<file path="src/rtl/riscv_pkg.sv">
// Shared RISC-V encoding definitions: instruction formats, opcodes and
// the signed ranges each immediate format can represent.
package riscv_pkg;

  typedef enum logic [2:0] {
    FMT_R = 3'd0,
    FMT_I = 3'd1,
    FMT_S = 3'd2,
    FMT_B = 3'd3,
    FMT_U = 3'd4,
    FMT_J = 3'd5
  } fmt_e;

  localparam logic [6:0] OP_LUI    = 7'h37;
  localparam logic [6:0] OP_AUIPC  = 7'h17;
  localparam logic [6:0] OP_JAL    = 7'h6F;
  localparam logic [6:0] OP_JALR   = 7'h67;
  localparam logic [6:0] OP_BRANCH = 7'h63;
  localparam logic [6:0] OP_LOAD   = 7'h03;
  localparam logic [6:0] OP_STORE  = 7'h23;
  localparam logic [6:0] OP_OPIMM  = 7'h13;
  localparam logic [6:0] OP_OP     = 7'h33;

  localparam logic [31:0] NOP_INSTR = 32'h0000_0013;

  localparam int signed IMM_I_MIN = -2048;
  localparam int signed IMM_I_MAX = 2047;
  localparam int signed IMM_B_MIN = -4096;
  localparam int signed IMM_B_MAX = 4094;
  localparam int signed IMM_J_MIN = -1048576;
  localparam int signed IMM_J_MAX = 1048574;

endpackage

</file>
<file path="src/rtl/imm_pack.sv">
// Combinational instruction assembler: scatters the immediate into the
// format's bit positions and flags values the format cannot hold.
module imm_pack
  import riscv_pkg::*;
(
  input  logic [2:0]  fmt,
  input  logic [6:0]  opcode,
  input  logic [4:0]  rd,
  input  logic [4:0]  rs1,
  input  logic [4:0]  rs2,
  input  logic [2:0]  funct3,
  input  logic [6:0]  funct7,
  input  logic [31:0] imm,
  output logic [31:0] instr,
  output logic        err
);

  logic signed [31:0] simm;
  logic               fits_i;
  logic               fits_b;
  logic               fits_j;

  assign simm   = $signed(imm);
  assign fits_i = (simm >= IMM_I_MIN) && (simm <= IMM_I_MAX);
  assign fits_b = (simm >= IMM_B_MIN) && (simm <= IMM_B_MAX) && !imm[0];
  assign fits_j = (simm >= IMM_J_MIN) && (simm <= IMM_J_MAX) && !imm[0];

  always_comb begin
    instr = NOP_INSTR;
    err   = 1'b1;
    case (fmt)
      FMT_R: begin
        instr = {funct7, rs2, rs1, funct3, rd, opcode};
        err   = 1'b0;
      end
      FMT_I: begin
        instr = {imm[11:0], rs1, funct3, rd, opcode};
        err   = !fits_i;
      end
      FMT_S: begin
        instr = {imm[11:5], rs2, rs1, funct3, imm[4:0], opcode};
        err   = !fits_i;
      end
      FMT_B: begin
        instr = {imm[12], imm[10:5], rs2, rs1, funct3, imm[4:1], imm[11], opcode};
        err   = !fits_b;
      end
      FMT_U: begin
        instr = {imm[31:12], rd, opcode};
        err   = (imm[11:0] != 12'd0);
      end
      FMT_J: begin
        instr = {imm[20], imm[10:1], imm[11], imm[19:12], rd, opcode};
        err   = !fits_j;
      end
      default: begin
        // Unknown formats still occupy a slot so addresses stay contiguous.
        instr = NOP_INSTR;
        err   = 1'b1;
      end
    endcase
  end

endmodule

</file>
<file path="src/rtl/imm_encoder.sv">
// Instruction word generator: assembles field bundles, tags each with a
// sequential write address and buffers them in a 2-entry FIFO.
module imm_encoder
  import riscv_pkg::*;
#(
  parameter int              ADDR_W    = 32,
  parameter logic [ADDR_W-1:0] BASE_ADDR = '0
) (
  input  logic              clk,
  input  logic              rst_n,
  input  logic              clear,
  input  logic              in_valid,
  output logic              in_ready,
  input  logic [2:0]        in_fmt,
  input  logic [6:0]        in_opcode,
  input  logic [4:0]        in_rd,
  input  logic [4:0]        in_rs1,
  input  logic [4:0]        in_rs2,
  input  logic [2:0]        in_funct3,
  input  logic [6:0]        in_funct7,
  input  logic [31:0]       in_imm,
  output logic              out_valid,
  input  logic              out_ready,
  output logic [31:0]       out_instr,
  output logic [ADDR_W-1:0] out_addr,
  output logic              out_err,
  output logic [7:0]        err_count
);

  logic [31:0]       pack_instr;
  logic              pack_err;

  logic [31:0]       instr_mem [2];
  logic [ADDR_W-1:0] addr_mem  [2];
  logic [1:0]        err_mem;

  logic              wr_ptr_reg;
  logic              rd_ptr_reg;
  logic [1:0]        count_reg;
  logic [ADDR_W-1:0] addr_reg;
  logic [7:0]        err_count_reg;

  logic              push;
  logic              pop;
  logic [1:0]        wr_en;
  logic [ADDR_W-1:0] entry_addr;
  logic [7:0]        err_base;

  imm_pack u_pack (
    .fmt    (in_fmt),
    .opcode (in_opcode),
    .rd     (in_rd),
    .rs1    (in_rs1),
    .rs2    (in_rs2),
    .funct3 (in_funct3),
    .funct7 (in_funct7),
    .imm    (in_imm),
    .instr  (pack_instr),
    .err    (pack_err)
  );

  assign in_ready   = (count_reg != 2'd2);
  assign out_valid  = (count_reg != 2'd0);
  assign push       = in_valid && in_ready;
  assign pop        = out_valid && out_ready;
  // A clear in the same cycle as a push restarts numbering at that entry.
  assign entry_addr = clear ? BASE_ADDR : addr_reg;
  assign err_base   = clear ? 8'd0 : err_count_reg;

  generate
    for (genvar gi = 0; gi < 2; gi++) begin : g_wr_en
      assign wr_en[gi] = push && (wr_ptr_reg == gi[0]);
    end
  endgenerate

  always_ff @(posedge clk or negedge rst_n) begin
    if (!rst_n) begin
      for (int i = 0; i < 2; i++) begin
        instr_mem[i] <= '0;
        addr_mem[i]  <= '0;
      end
      err_mem <= '0;
    end else begin
      for (int i = 0; i < 2; i++) begin
        if (wr_en[i]) begin
          instr_mem[i] <= pack_instr;
          addr_mem[i]  <= entry_addr;
          err_mem[i]   <= pack_err;
        end
      end
    end
  end

  always_ff @(posedge clk or negedge rst_n) begin
    if (!rst_n) begin
      wr_ptr_reg    <= 1'b0;
      rd_ptr_reg    <= 1'b0;
      count_reg     <= 2'd0;
      addr_reg      <= BASE_ADDR;
      err_count_reg <= 8'd0;
    end else begin
      if (push) wr_ptr_reg <= !wr_ptr_reg;
      if (pop)  rd_ptr_reg <= !rd_ptr_reg;

      case ({push, pop})
        2'b10:   count_reg <= count_reg + 2'd1;
        2'b01:   count_reg <= count_reg - 2'd1;
        default: count_reg <= count_reg;
      endcase

      if (push)       addr_reg <= entry_addr + ADDR_W'(4);
      else if (clear) addr_reg <= BASE_ADDR;

      if (push && pack_err && (err_base != 8'hFF)) err_count_reg <= err_base + 8'd1;
      else                                         err_count_reg <= err_base;
    end
  end

  assign out_instr = instr_mem[rd_ptr_reg];
  assign out_addr  = addr_mem[rd_ptr_reg];
  assign out_err   = err_mem[rd_ptr_reg];
  assign err_count = err_count_reg;

endmodule
</file>
<file path="config.mk">
export PLATFORM = sky130hd
export DESIGN_NAME = imm_encoder
export DESIGN_NICKNAME = d
export VERILOG_FILES = /design/src/rtl/riscv_pkg.sv /design/src/rtl/imm_pack.sv /design/src/rtl/imm_encoder.sv
export SDC_FILE = /design/constraint.sdc
export NUM_CORES = 1
export LEC_CHECK = 0
export BUFFER_PORTS_ARGS = -buffer_cell sky130_fd_sc_hd__buf_2
export CAP_MARGIN = 20
export CORE_MARGIN = 2
export CORE_UTILIZATION = 40
export CTS_BUF_LIST = sky130_fd_sc_hd__clkbuf_2 sky130_fd_sc_hd__clkbuf_4 sky130_fd_sc_hd__clkbuf_8
export DETAILED_ROUTE_END_ITERATION = 10
export PLACE_DENSITY = 0.66
export SKIP_CTS_REPAIR_TIMING = 1
export SYNTH_ARGS = -nofsm -noshare
export SYNTH_HDL_FRONTEND = slang
export SYNTH_HIERARCHICAL = 1
export SYNTH_SLANG_ARGS = --single-unit
</file>
<file path="constraint.sdc">
create_clock -name clk -period 1.8 [get_ports clk]
set_clock_uncertainty 0.2 [all_clocks]
set_input_delay 0 -clock clk [delete_from_list [all_inputs] [get_ports clk]]
set_output_delay 0 -clock clk [all_outputs]
set_load 0.005 [all_outputs]
</file>
==> summary.txt, run 1 <==
Detailed routing
  • Initial DRC count: 402
  • DR vias: 7302
  • Residual DRC: 0
  • DRT Wirelength: 26900 um
  • Number of detailed-route iterations in the first pass: 5
  • Final ANT Viol Nets: 0
  • WL per Instance: 19.5 um
  • Vias per cell: 5.30

Pwr
  • Tot Pwr: 0.0153 W
  • PD cells: 1110 nW/um2
  • Leakage power: 6.92 nW
  • Max IR drop VDD: 0.963 mV

Timing
  • Slew Limit Fails: 0
  • Max Freq: 0.494 GHz
  • Rel. slew slack: 0.406
  • Worst Tran Pin Value: 889 ps
  • Post-route minimum period: 2020 ps
  • Final worst slack: -224 ps
  • Final Hold Fails: 2
  • Tightest hold margin: -9.33 ps
  • Unrepaired setup endpoints after global routing: true
  • Fin crit share: 1.12
  • Final setup fails: 181

Yosys
  • Simple-Gate Fraction of Synth Area: 0.128
  • Sequential area share after synthesis: 0.478
  • Mapped Area: 9110 um2
  • Largest family of logic cells by synthesized area: multiplexers
  • Syn Area/Cell: 12.6 um2
  • Yosys top cell area share: 0.478
  • XOR/XNOR share of the synthesized area: 0.0231
  • Yosys warning total: 6
  • Largest area contributor in the netlist: dfrtp_1
  • Compound-gate portion of the synthesized area: 0.0453
  • Mux share of post-synthesis cell area: 0.284
  • Post-synth EDFFs: 0
  • Post-synth net total: 798
  • Ys flop type: dfrtp_1
  • Post-Synthesis Cells: 723
  • Synth area leaders: dfrtp_1 (48%), mux2_2 (19%), mux2_4 (8.2%), nor2b_1 (2.3%), buf_6 (1.7%)
  • Yosys cell types: 52
  • Async S/R FF share, synth: 1.00
  • Adder-cell share of the synthesized area: 0.00412
  • Register bit total from synthesis: 174

Worst hold path
  • Min-Delay Path Class: primary input to flop

Critical path
  • Crit path kind: flop to flop
  • CP arrival: 2180 ps
  • CP Launch Type: flop
  • Buf/Inv on CP: 1
  • Critical path's slowest cell: dfrtp_1
  • Worst path top cell family by delay: simple AND/OR/NAND/NOR gates
  • CP max stage delay: 370 ps
  • Max Fanout on Critical Path: 6
  • Crit-path cells: nor2b_4 -> ha_4 -> nand4b_1 -> nor3_4 -> buf_6 -> nor2_4 -> mux2_4
  • Required time worst endpoint: 1960 ps
  • Worst setup EP type: flop

Clocking
  • Largest buffer count on any clock path: 2
  • CTS buffer count: 17
  • CTS clk-pin slew, worst paths: 100 ps
  • H-tree levels: 4
  • Clk root buf: clkbuf_8
  • CTS tree: done
  • CTS Sinks: 174
  • Clock Latency Late Sink: 470 ps

Final layout
  • Fin cells: 1377
  • Area grow syn2layout: 50.4%
  • Fin nets: 1154
  • Antenna Diode Count: 0
  • Final Cell Area: 13700 um2
  • Share of cells above drive strength 1: 0.562

Placement
  • Final GP Congestion: 0.871
  • Dpl hpwl: 16000 um
  • Post-Place Worst Slack: -505 ps
  • Cell Area, Placed: 11100 um2
  • Placed Cells: 1226
  • PortBufs: 146

Outcome
  • Outcome: complete, but fails checks
  • Violated checks: negative hold slack, negative setup slack

Global routing
  • Initial antenna violation count: 0
  • GRT Util Overall: 0.187
  • First-pass GRT wire length: 35600 um
  • Overflow after GRT: 0
  • Largest net degree at the start of global routing: 44
  • Vias in the first global route: 6700

Die
  • Die H: 155 um
  • Die Wd: 155 um
  • # IOs: 147
  • DIE AREA: 24000 um2
  • Starting Density: 0.405
  • Core ar.: 22500 um2
  • FP Rows: 55

Flow run
  • Max-cap viol count: 0
[metal layers]
metal	track usage	vias up	wire length, um
met4	0.0582	0	626
met3	0.0345	44	1250
met5	0	-	0
met2	0.303	215	13000
li1	-	3354	-
met1	0.256	3689	12000
[report_power, final]
part	switching, W	internal [W]	total (W)
clock	0.00153	0.00130	0.00282
sequential	0.000535	0.00472	0.00526
combinational	0.00277	0.00443	0.00720
[synth_stat cells, types with 9 or more instances]
master / number
clkbuf_1: 11
xor2_1: 15
a22oi_1: 18
inv_1: 13
mux2_2: 157
nand2_1: 31
mux2_4: 50
o21ai_1: 14
nor2b_1: 33
buf_2: 9
dfrtp_1: 174
nor2_1: 29
nand4_1: 16
xnor2_1: 9
nor4_1: 12
buf_6: 14
[cells in the final DEF, fill, tap and decap left out, types with 5 or more instances in the layout]
cell and n:
dfrtp_1 173, mux2_4 158, buf_2 121, buf_4 113, dlygate4sd3_1 67, mux2_2 50, buf_6 42, nand2_1 30
nor2_1 27, nor2b_1 25, buf_12 20, clkbuf_8 18, a22oi_1 18, nand4_1 16, xor2_1 15, o21ai_1 14
inv_1 13, nor4_4 11, clkbuf_16 10, xnor2_1 8, nor4_1 7, o22ai_1 7, nand3_1 6, and2_1 5
mux2_1 5, a22o_1 5
[tightest hold or removal path, stage by stage]
cell and delay [ps]:
buf_2 90, buf_4 100, a22oi_1 50, o21ai_1 210, mux2_4 170
[worst paths after layout]
check | start | endpoint | slack [ps] | depth (start not counted)
min in group asynchronous | rst_n | instr_mem[24]$_DFFE_PN0P_ | 370 | 3
min reg2reg | addr_mem[32]$_DFFE_PN0P_ | addr_mem[32]$_DFFE_PN0P_ | 310 | 1
max | err_count[0]$_DFF_PN0_ | err_count[1]$_DFF_PN0_ | -220 | 7
max in group asynchronous | rst_n | addr_mem[42]$_DFFE_PN0P_ | 430 | 4
min | in_imm[21] | instr_mem[53]$_DFFE_PN0P_ | -9 | 5
max reg2reg | err_count[0]$_DFF_PN0_ | err_count[1]$_DFF_PN0_ | -220 | 7
[stage by stage]
stage,utilization,hold WS [ps],TNS [ps]
floorplan,-,-496,-4400
global placement,0.495,-261,-11610
detailed placement,0.495,-260,-11800
CTS,0.513,-783,-13180
global route,0.609,2.25,-25070
finish,0.609,-9.33,-11760
[final cells by class]
cell class / count / area [um2]
repair buffers: 376 / 3310
clock inverters: 14 / 155
multi-input cells: 495 / 5230
fillers: 1723 / 8790
flip-flops and latches: 174 / 4360
well taps: 285 / 357
clock buffers: 18 / 248
inverters: 15 / 58.8
[cells by family after synthesis]
kind of cell	after synthesis
buffers and inverters	56
muxes	213
DFF	174
AOI/OAI and AO/OA	62
xor gates and xnor gates	24
and+or+nand+nor	191
adders and majority gates	3
Note: power is estimated with default switching activity, not from simulation.
==> inputs of run 2 (changes only) <==
==> constraint.sdc (replaced) <==
create_clock -name clk -period 1.8 [get_ports clk]
set_clock_uncertainty 0.2 [all_clocks]
set_input_delay 0 -clock clk [delete_from_list [all_inputs] [get_ports clk]]
set_output_delay 0 -clock clk [all_outputs]
set_load 0.05 [all_outputs]
==> run 2 against run 1 <==
Effect of this change:
- the run still ends with negative hold slack, negative setup slack left
- register-to-register slack better by 80 ps
- via count down 3.3%
- global-route usage is 0.45 points lower
- non-clock buffer count decreased by 18
- combinational power is 19% higher
- sequential share of layout area rose by 0.89 points
- worst setup slack better by 79 ps
- critical path type unchanged
- largest cell class unchanged
==> summary.txt, run 2 (synthesis results as in run 1) <==
Global routing
  • Largest net degree at the start of global routing: 44 (unchanged)
  • Vias in the first global route: 6573 (-1.9%)
  • GRT Util Overall: 0.183 (-0.00450)
  • First-pass GRT wire length: 35000 um (-1.8%)
  • Initial antenna violation count: 0 (unchanged)
  • Overflow after GRT: 0 (unchanged)

Die
  • DIE AREA: 24000 um2 (unchanged)
  • Core ar.: 22500 um2 (unchanged)
  • FP Rows: 55 (unchanged)
  • Die Wd: 155 um (unchanged)
  • # IOs: 147 (unchanged)
  • Starting Density: 0.405 (unchanged)
  • Die H: 155 um (unchanged)

Timing
  • Rel. slew slack: 0.510 (+0.104)
  • Final Hold Fails: 4 (+2)
  • Final worst slack: -145 ps (+78.9 ps)
  • Worst Tran Pin Value: 733 ps (-156 ps)
  • Fin crit share: 1.08 (-0.0438)
  • Final setup TNS: -12170 ps (-406 ps)
  • Max Freq: 0.514 GHz (+4.1%)
  • Unrepaired setup endpoints after global routing: true
  • Tightest hold margin: -31.4 ps (-22.1 ps)
  • Slew Limit Fails: 0 (unchanged)
  • Final setup fails: 184 (+1.7%)
  • Post-route minimum period: 1940 ps (-78.9 ps)

Critical path
  • R2r worst-path depth: 5 (-2)
  • Crit path kind: flop to flop
  • Reg2reg start: addr_reg[2]$_DFF_PN0_
  • CP arrival: 2140 ps (-40 ps)
  • Worst setup EP type: flop
  • FF-to-FF End: addr_reg[19]$_DFF_PN0_
  • Worst R2R Setup Slack: -140 ps (+80 ps)
  • CP Launch Point: addr_reg[2]$_DFF_PN0_
  • CP Launch Type: flop
  • Required time worst endpoint: 1990 ps (+30 ps)
  • Max Fanout on Critical Path: 5 (-1)

Placement
  • Final GP Congestion: 0.926 (+6.3%)
  • Dpl hpwl: 15800 um (-1.2%)
  • PortBufs: 146 (unchanged)

Detailed routing
  • DRT Wirelength: 24600 um (-8.5%)
  • DR vias: 7061 (-3.3%)
  • Final ANT Viol Nets: 0 (unchanged)
  • Initial DRC count: 357 (-11%)
  • WL per Instance: 18.1 um (-7.2%)
  • Vias per cell: 5.20 (-2.0%)
  • Number of detailed-route iterations in the first pass: 4 (-1)
  • Residual DRC: 0 (unchanged)

Final layout
  • Fin nets: 1136 (-1.6%)
  • Share of cells above drive strength 1: 0.568 (+0.00570)
  • Most frequent cells in the layout: dfrtp_1 (171), buf_2 (142), mux2_4 (136)
  • Area grow syn2layout: 46.4%
  • Antenna Diode Count: 0 (unchanged)
  • Most common cell after layout, fill and taps aside: dfrtp_1

Clocking
  • Clk root buf: clkbuf_8
  • CTS tree: done
  • Largest buffer count on any clock path: 2 (unchanged)
  • CTS buffer count: 17 (unchanged)
  • CTS clk-pin slew, worst paths: 100 ps (about the same)
  • CTS Sinks: 174 (unchanged)
  • H-tree levels: 4 (unchanged)
  • Clock Latency Late Sink: 460 ps (about the same)

Pwr
  • Net switching power: 0.00662 W (+37%)
  • Cell Int Power: 0.00991 W (-5.2%)
  • Seq pwr share: 0.316 (-0.028)
  • PD cells: 1240 nW/um2 (+11%)
  • Switch share: 0.401 (+0.0844)
  • Max IR drop VDD: 0.949 mV (-1.4%)
  • Clk pwr share: 0.167 (-0.018)
  • Leakage power: 6.71 nW (-3.0%)
  • Comb power frac: 0.517 (+0.046)

Worst hold path
  • Min-delay src: in_imm[22]
  • Min-Delay Path Class: primary input to flop
  • WHS Endpoint: instr_mem[54]$_DFFE_PN0P_
  • Hold Crit Depth: 4 (-1)

Outcome
  • Outcome: complete, but fails checks
  • Violated checks: negative hold slack, negative setup slack

Flow run
  • Max-cap viol count: 0 (unchanged)
run 2: cell count changes in the layout (fill, tap and decap cells not counted), moves of 5 or more:
cell	delta
buf_4	-7
mux2_4	-22
buf_2	+21
dlygate4sd3_1	-7
buf_6	-22
nor4_2	+5
mux2_2	+22
run 2: power by group through the flow:
stage          Clock, W  Sequential (W)  Combinational [W]
3_5_place_dp          0         0.00523            0.00737
2_1_floorplan         0         0.00516            0.00573
6_report        0.00277         0.00521            0.00854
3_3_place_gp          0         0.00521            0.00731
4_1_cts         0.00285         0.00518            0.00740
5_1_grt         0.00300         0.00532            0.00892
run 2: worst max-delay path: stages, from the launching register on:
cell,delay [ps]
dfrtp_1,360
and4b_2,320
buf_12,120
nand4_4,180
or4_4,570
a21oi_2,140
run 2: metrics by stage:
stage / cells / setup WS (ps) / total power, W / instance area (um2) / util
after floorplan: 723 / -255 / 0.0109 / 9480 / -
after global placement: 1234 / -581 / 0.0125 / 11300 / 0.502
after detailed placement: 1234 / -644 / 0.0126 / 11300 / 0.502
after CTS: 1266 / -209 / 0.0154 / 11700 / 0.519
after global routing: 1359 / -214 / 0.0172 / 13300 / 0.593
final: 1359 / -145 / 0.0165 / 13300 / 0.593
run 2: area by class of cell:
| cell class | instances | area (um2) |
|---|---|---|
| Fill cell | 1770 | 9160 |
| Multi-Input combinational cell | 495 | 5190 |
| Sequential cell | 174 | 4360 |
| Timing Repair Buffer | 358 | 2990 |
| Tap cell | 285 | 357 |
| Clock buffer | 18 | 241 |
| Clock inverter | 14 | 145 |
| Inverter | 15 | 58.8 |
run 2: layer usage:
metal / part of all wire / global-route usage / vias up
met1: 0.48 / 0.262 / 3555
met2: 0.47 / 0.290 / 159
li1: - / - / 3315
met4: 0.020 / 0.0503 / 0
met5: 0 / 0 / -
met3: 0.032 / 0.0262 / 32
run 2: worst max path at each step:
| stage | endpoint | cells past startpoint | slack [ps] |
|---|---|---|---|
| 6_report | addr_reg[19]$_DFF_PN0_ | 5 | -140 |
| 5_1_grt | out_addr[5] | 3 | -210 |
| 4_1_cts | addr_reg[18]$_DFF_PN0_ | 5 | -210 |
| 3_5_place_dp | err_count[7]$_DFF_PN0_ | 9 | -640 |
| 3_3_place_gp | err_count[5]$_DFF_PN0_ | 9 | -580 |
| 2_1_floorplan | err_count[7]$_DFF_PN0_ | 6 | -260 |
==> inputs of run 3 (changes only) <==
--- a/config.mk
+++ b/config.mk
@@ -5,7 +5,7 @@
 export SDC_FILE = /design/constraint.sdc
 export NUM_CORES = 1
 export LEC_CHECK = 0
-export BUFFER_PORTS_ARGS = -buffer_cell sky130_fd_sc_hd__buf_2
+export BUFFER_PORTS_ARGS = -buffer_cell sky130_fd_sc_hd__clkbuf_2
 export CAP_MARGIN = 20
 export CORE_MARGIN = 2
 export CORE_UTILIZATION = 40
==> constraint.sdc (replaced) <==
create_clock -name clk -period 1.8 [get_ports clk]
set_clock_uncertainty 0.2 [all_clocks]
set_input_delay 0.27 -clock clk [delete_from_list [all_inputs] [get_ports clk]]
set_output_delay 0.27 -clock clk [all_outputs]
set_load 0.05 [all_outputs]
==> run 3 against run 2 <==
Effect of this change:
- the flow still finishes with violations (negative hold slack, negative setup slack)
- critical endpoint is now out_addr[11]
- core utilization is 0.14 points lower
- clock-buffer cell count is the same
- worst setup slack lost 240 ps
- die area unchanged
- hold slack gained 30 ps
- largest cell class unchanged
- first-iteration DRC count up 4.2%
==> summary.txt, run 3 (synthesis results as in run 1) <==
Detailed routing
  • Initial DRC count: 372 (+4.2%)
  • Number of detailed-route iterations in the first pass: 5 (+1)
  • Final ANT Viol Nets: 0 (unchanged)
  • DRT Wirelength: 24300 um (-1.3%)
  • Residual DRC: 0 (unchanged)
  • WL per Instance: 18.3 um (+1.3%)
  • Vias per cell: 5.15 (-0.95%)
  • DR vias: 6814 (-3.5%)

Clocking
  • Clk root buf: clkbuf_8
  • Largest buffer count on any clock path: 2 (unchanged)
  • CTS tree: done
  • CTS Sinks: 174 (unchanged)
  • H-tree levels: 4 (unchanged)
  • Clock Latency Late Sink: 470 ps (about the same)
  • CTS clk-pin slew, worst paths: 90 ps (about the same)
  • CTS buffer count: 17 (unchanged)

Critical path
  • Reg2reg start: err_count[0]$_DFF_PN0_
  • R2r worst-path depth: 7 (+2)
  • CP Launch Type: flop
  • CP Launch Point: rd_ptr_reg$_DFFE_PN0P_
  • FF-to-FF End: err_count[4]$_DFF_PN0_
  • Worst setup EP type: output port
  • Critical Path End: out_addr[11]
  • Required time worst endpoint: 1330 ps (-660 ps)
  • Worst R2R Setup Slack: -260 ps (-120 ps)
  • Crit path kind: flop to output port
  • CP arrival: 1710 ps (-430 ps)
  • Max Fanout on Critical Path: 13 (+8)

Pwr
  • Switch share: 0.386 (-0.0145)
  • Leakage power: 6.70 nW (-0.21%)
  • Net switching power: 0.00671 W (+1.4%)
  • Seq pwr share: 0.300 (-0.016)
  • Clk pwr share: 0.175 (+0.008)
  • PD cells: 1310 nW/um2 (+5.5%)
  • Cell Int Power: 0.0107 W (+7.8%)
  • Max IR drop VDD: 1.50 mV (+58%)
  • Comb power frac: 0.525 (+0.008)

Die
  • DIE AREA: 24000 um2 (unchanged)
  • FP Rows: 55 (unchanged)
  • Die H: 155 um (unchanged)
  • Starting Density: 0.405 (unchanged)
  • Die Wd: 155 um (unchanged)
  • # IOs: 147 (unchanged)
  • Core ar.: 22500 um2 (unchanged)

Global routing
  • GRT Util Overall: 0.186 (+0.00343)
  • Largest net degree at the start of global routing: 37 (-16%)
  • First-pass GRT wire length: 35500 um (+1.6%)
  • Initial antenna violation count: 0 (unchanged)
  • Vias in the first global route: 6767 (+3.0%)
  • Overflow after GRT: 0 (unchanged)

Final layout
  • Antenna Diode Count: 0 (unchanged)
  • Most common cell after layout, fill and taps aside: dfrtp_1
  • Fill cells: 1774 (+0.23%)
  • Fin nets: 1101 (-3.1%)
  • Share of cells above drive strength 1: 0.598 (+0.0297)
  • Most frequent cells in the layout: dfrtp_1 (171), mux2_4 (147), buf_4 (124)
  • Fin cells: 1324 (-2.6%)
  • Area grow syn2layout: 46.1%

Worst hold path
  • Hold Crit Depth: 4 (unchanged)
  • Min-Delay Path Class: primary input to flop
  • Min-delay src: in_rs2[1]

Timing
  • Tightest hold margin: -1.30 ps (+30.1 ps)
  • Post-route minimum period: 2180 ps (+236 ps)
  • Worst Tran Pin Value: 499 ps (-234 ps)
  • Final Hold Fails: 2 (-2)
  • Final worst slack: -381 ps (-236 ps)
  • Fin crit share: 1.21 (+0.131)
  • Rel. slew slack: 0.667 (+0.157)
  • Final setup fails: 203 (+10%)
  • Unrepaired setup endpoints after global routing: true
  • Slew Limit Fails: 0 (unchanged)
  • Max Freq: 0.458 GHz (-11%)

Placement
  • Dpl hpwl: 16000 um (+0.77%)
  • Post-Place Worst Slack: -804 ps (-160 ps)
  • PortBufs: 146 (unchanged)
  • Final GP Congestion: 0.929 (+0.28%)
  • Placed Cells: 1247 (+1.1%)

Flow run
  • Max-cap viol count: 0 (unchanged)

Outcome
  • Violated checks: negative hold slack, negative setup slack
  • Outcome: complete, but fails checks
-- run 3: worst min-delay path by stage --
| stage | endpoint |
|---|---|
| after floorplan | addr_mem[0]$_DFFE_PN0P_ |
| after global placement | instr_mem[18]$_DFFE_PN0P_ |
| after detailed placement | instr_mem[48]$_DFFE_PN0P_ |
| after CTS | addr_mem[2]$_DFFE_PN0P_ |
| after global routing | instr_mem[43]$_DFFE_PN0P_ |
| final | instr_mem[53]$_DFFE_PN0P_ |
-- run 3: area by class of cell --
type,instances,area (um2),share of cell area
clock buffer,18,241,0.0181
clock inverter,14,195,0.0147
inverter,15,58.8,0.00442
multi-input combinational,493,5230,0.392
sequential,174,4360,0.327
tap,285,357,0.0268
timing repair buffer,325,2880,0.216
-- run 3: worst max-delay path, cell delays in order (launching register included) --
cell	delay (ps)
dfrtp_2	380
buf_12	150
clkbuf_16	190
mux2_2	370
buf_6	160
-- run 3: through the flow --
step	utilization	hold WS (ps)	setup TNS [ps]	power, W	cell area, um2
4_1_cts	0.526	-520	-33720	0.0158	11800
3_3_place_gp	0.507	-3.86	-22860	0.0126	11400
5_1_grt	0.592	4.62	-43830	0.0181	13300
6_report	0.592	-1.30	-30060	0.0174	13300
3_5_place_dp	0.507	-4.54	-25050	0.0127	11400
2_1_floorplan	-	-226	-13820	0.0109	9560
-- run 3: per-layer routing --
metal / wire [um] / part of all wire / track usage
met1: 11100 / 0.46 / 0.258
met2: 12000 / 0.49 / 0.300
met3: 803 / 0.033 / 0.0351
met4: 387 / 0.016 / 0.0507
met5: 0 / 0 / 0
-- run 3: power groups by stage --
| stage | clock network [W] | registers, W | logic (W) |
|---|---|---|---|
| after floorplan | 0 | 0.00516 | 0.00575 |
| after global placement | 0 | 0.00522 | 0.00738 |
| after detailed placement | 0 | 0.00523 | 0.00746 |
| after CTS | 0.00311 | 0.00519 | 0.00746 |
| after global routing | 0.00328 | 0.00532 | 0.00950 |
| final | 0.00305 | 0.00522 | 0.00913 |
